## src/rtl/dst_reg_pipe.sv

```systemverilog
// dst_reg_pipe: selects a destination register index from NUM_IN candidates, pipes it with a valid bit through DEPTH stages (stall/flush, async active-high rst_i), and compares src_i against every stage for hazard/forwarding; define ZERO_SUPPRESS_EN to never track or match register 0
module dst_reg_pipe #(
  parameter int WIDTH = 5,
  parameter int NUM_IN = 3,
  parameter int DEPTH = 3,
  localparam int SEL_W = ($clog2(NUM_IN) > 1) ? $clog2(NUM_IN) : 1,
  localparam int STG_W = ($clog2(DEPTH) > 1) ? $clog2(DEPTH) : 1
) (
  input  logic                    clk_i,
  input  logic                    rst_i,
  input  logic [NUM_IN*WIDTH-1:0] data_i,
  input  logic [SEL_W-1:0]        select_i,
  input  logic                    valid_i,
  input  logic                    stall_i,
  input  logic                    flush_i,
  input  logic [WIDTH-1:0]        src_i,
  output logic [DEPTH*WIDTH-1:0]  data_o,
  output logic [DEPTH-1:0]        valid_o,
  output logic [DEPTH-1:0]        match_o,
  output logic                    hit_o,
  output logic [STG_W-1:0]        hit_stage_o
);
  logic [WIDTH-1:0] sel_data;
  logic             sel_ok;
  logic             sel_valid;
  logic [WIDTH-1:0] stg_data [DEPTH];
  logic [DEPTH-1:0] stg_valid;
  always_comb begin
    sel_data = '0;
    sel_ok = 1'b0;
    for (int k = 0; k < NUM_IN; k++) begin
      if (select_i == SEL_W'(k)) begin
        sel_data = data_i[k*WIDTH +: WIDTH];
        sel_ok = 1'b1;
      end
    end
  end
`ifdef ZERO_SUPPRESS_EN
  assign sel_valid = sel_ok && valid_i && (|sel_data);
`else
  assign sel_valid = sel_ok && valid_i;
`endif
  always_ff @(posedge clk_i or posedge rst_i) begin
    if (rst_i) begin
      for (int d = 0; d < DEPTH; d++) stg_data[d] <= '0;
      stg_valid <= '0;
    end else begin
      if (flush_i) begin
        stg_data[0] <= '0;
        stg_valid[0] <= 1'b0;
      end else if (!stall_i) begin
        stg_data[0] <= sel_data;
        stg_valid[0] <= sel_valid;
      end
      if (!stall_i) begin
        for (int d = 1; d < DEPTH; d++) begin
          stg_data[d] <= stg_data[d-1];
          stg_valid[d] <= stg_valid[d-1];
        end
      end
    end
  end
  for (genvar d = 0; d < DEPTH; d++) begin : g_stage
    assign data_o[d*WIDTH +: WIDTH] = stg_data[d];
`ifdef ZERO_SUPPRESS_EN
    assign match_o[d] = stg_valid[d] && (stg_data[d] == src_i) && (|src_i);
`else
    assign match_o[d] = stg_valid[d] && (stg_data[d] == src_i);
`endif
  end
  assign valid_o = stg_valid;
  assign hit_o = |match_o;
  always_comb begin
    hit_stage_o = '0;
    for (int d = DEPTH - 1; d >= 0; d--) hit_stage_o = match_o[d] ? STG_W'(d) : hit_stage_o;
  end
endmodule

```

## config.mk

```make
export PLATFORM = sky130hd
export DESIGN_NAME = dst_reg_pipe
export DESIGN_NICKNAME = d
export VERILOG_FILES = /design/src/rtl/dst_reg_pipe.sv
export SDC_FILE = /design/constraint.sdc
export NUM_CORES = 1
export LEC_CHECK = 0
export CAP_MARGIN = 10
export CORE_MARGIN = 2
export CORE_UTILIZATION = 45
export DETAILED_ROUTE_END_ITERATION = 6
export DONT_BUFFER_PORTS = 1
export PLACE_DENSITY = 0.63
export SLEW_MARGIN = 20
export SYNTH_ARGS = -nofsm -noshare
export SYNTH_HDL_FRONTEND = slang
export SYNTH_SLANG_ARGS = --single-unit
```

## constraint.sdc

```tcl
create_clock -name clk_i -period 4.1 [get_ports clk_i]
set_clock_uncertainty 0.1 [all_clocks]
set_input_delay 0.41 -clock clk_i [delete_from_list [all_inputs] [get_ports clk_i]]
set_output_delay 0.41 -clock clk_i [all_outputs]
set_load 0.03 [all_outputs]
```

==> flow_summary.json <==
{
  "status": "finished, violations left",
  "violations": "hold timing",
  "crit_chain": "xor2_1, nor4_1, and3_1, nor3_1",
  "hold_buffers": 0,
  "synth-simple-area-share_pct": 15.78,
  "dp_hpwl_microns": 1457,
  "final_area_sq_um": 1044,
  "dpl_cell_area_sq_um": 1007,
  "path_buf_inv": 0,
  "path_delay_family": "simple AND/OR/NAND/NOR gates",
  "netlist_area_sq_um": 991.0,
  "gp_congestion": 0.6984,
  "ios": 51,
  "whs_ns": -0.004401,
  "numCtsBuffers": 3,
  "die_h_microns": 50.93,
  "synthArstFlopShare_pct": 100.0,
  "power_density_nw_per_um2": 385.0,
  "synthAdderAreaFrac_pct": 0,
  "finalSetupViolations": 0,
  "fin_crit_ns": 2.709,
  "layout_commonest_cell": "dfrtp_1",
  "gr-usage-met3_pct": 5.263,
  "max_freq_ghz": 0.3692,
  "synthCells": 90,
  "wirelength_microns": 1878,
  "cts_setup_buffers": 0,
  "start_kind": "flip-flop",
  "drt_first_iter_violations": 6,
  "die_w_microns": 50.93,
  "antenna_cells": 0,
  "synthMuxAreaShare_pct": 18.69,
  "path_max_fanout": 4,
  "crit_slowest_cell": "nor3_1",
  "slew_headroom_pct": 40.74,
  "drv_slew": 0,
  "ys_seq_elements": 18,
  "die-area_sq_um": 2593,
  "grt_start_max_net_pins": 25,
  "synth.distinct_cells": 21,
  "grt_first_pass_wirelength_microns": 3015,
  "grt_pass1_vias": 695,
  "num_vias": 668,
  "area_delta_synth_final_pct": 5.303,
  "drv_cap": 0,
  "hold_path.class": "in -> async",
  "cp.required_ns": 3.59,
  "worstPathArrival_ns": 2.20,
  "drt-vias-per-instance": 5.709,
  "insertion_delay_ns": 0.28,
  "first_pass_iters": 4,
  "portBuffers": 0,
  "synth_top_family_by_area": "multiplexers",
  "critPathCaptureType": "primary output",
  "rsz0062_at_grt": "false",
  "grt-ovfl-total": 0,
  "routedWlPerCell_microns": 16.05,
  "crit_type": "reg -> out",
  "grt_util_all_layers_pct": 15.92,
  "antenna_found_initial": 0,
  "layout_common_cells": "18 x dfrtp_1, 12 x mux2_2, 12 x xor2_1",
  "finalWorstSetupSlack_ns": 1.391,
  "cts_root_buf": "clkbuf_4",
  "fin_crit_sh_pct": 66.07,
  "cts_resized": 0,
  "nets": 118,
  "synth-compound-area-share_pct": 4.293,
  "critPathMaxStageDelay_ns": 0.77,
  "htree_levels": 1,
  "synth_fp_nets": 117,
  "num_rows": 16,
  "ir_drop_mv": 0.1614,
  "synth_edf_count": 0,
  "drive_gt1_share_pct": 20.00,
  "grt_util_met2_pct": 26.84,
  "place_ws_ns": 1.691,
  "cts_buffer_depth": 2,
  "hold_viol_final": 8,
  "cts.sinks": 18,
  "worst_pin_slew_ns": 0.8821,
  "grt_busiest_layer": "met2",
  "ant_nets": 0,
  "synth_xor_xnor_area_share_pct": 13.26,
  "synth_ff_type": "dfrtp_1",
  "coreArea_sq_um": 2022,
  "use_met1_pct": 18.35,
  "ys_seq_area_share_pct": 45.45,
  "post_synth.cell_area_avg_sq_um": 11.01,
  "path_clk_slew_ns": 0.10,
  "fin_setup_tns_ns": 0,
  "cts_tree": "done",
  "post-route-drc-count": 0,
  "p_leak_nw": 0.5081,
  "synth_warnings": 0,
  "start_util_pct": 49.01
}
[state kept, by name, indices dropped and copies added, names as in the netlist]
register / count
data_o: 15
valid_o: 3
[cells by family after synthesis]
family,count (synthesis)
AND/OR/NAND/NOR,28
flip-flops,18
multiplexers,17
XOR/XNOR,15
AO/OA/AOI/OAI,6
buffers and inverters,6
[metrics by stage]
stage                     power (mW)  utilization [%]  std cells
after floorplan               0.2953                -         90
after global placement        0.3008            49.81        113
after detailed placement      0.3029            49.81        113
after CTS                     0.4073            51.61        117
after global routing          0.4201            51.61        117
final                         0.4017            51.61        117
[synth_stat cells (all sizes together) (2+ instances only)]
cell type / n / area (sq um)
mux2i: 5 / 50.05
mux2: 12 / 135.1
nor4: 3 / 18.77
a211oi: 5 / 37.54
buf: 2 / 10.01
inv: 2 / 7.510
nor3: 6 / 30.03
nor2: 5 / 18.77
xor2: 12 / 105.1
xnor2: 3 / 26.28
nor2b: 6 / 37.54
clkbuf: 2 / 7.510
and3: 2 / 13.77
dfrtp: 18 / 450.4
nand2: 2 / 7.510
[worst paths after layout]
kind / end / slack [ns] / from / cells past startpoint
max: hit_stage_o[1] / 1.39 / data_o[9] / 4
min: data_o[11] / -0.004 / rst_i / 1
max reg2reg: data_o[9] / 3.02 / data_o[9] / 1
min reg2reg: valid_o[0] / 0.62 / valid_o[0] / 2
max in group asynchronous: data_o[12] / 3.48 / rst_i / 1
min in group clk_i: valid_o[0] / 0.07 / flush_i / 1
[area by class of cell]
type | instances | area, sq um
flip-flops and latches | 18 | 450.4
well taps | 27 | 33.78
clock buffers | 4 | 36.28
inverters | 2 | 7.507
fillers | 185 | 978.4
multi-input cells | 66 | 515.5
[power by group]
part | switching (mW) | internal, mW
registers | 0.0539 | 0.193
clock network | 0.0500 | 0.0540
logic | 0.0204 | 0.0302
total | 0.124 | 0.277
[layer usage]
layer / wire (microns) / vias up / part of all wire [%]
li1: - / 315 / -
met5: 0 / - / 0
met3: 189 / 2 / 10
met1: 787 / 311 / 42
met4: 19 / 0 / 1.0
met2: 880 / 40 / 47
Power figures use the tool's default switching activity.
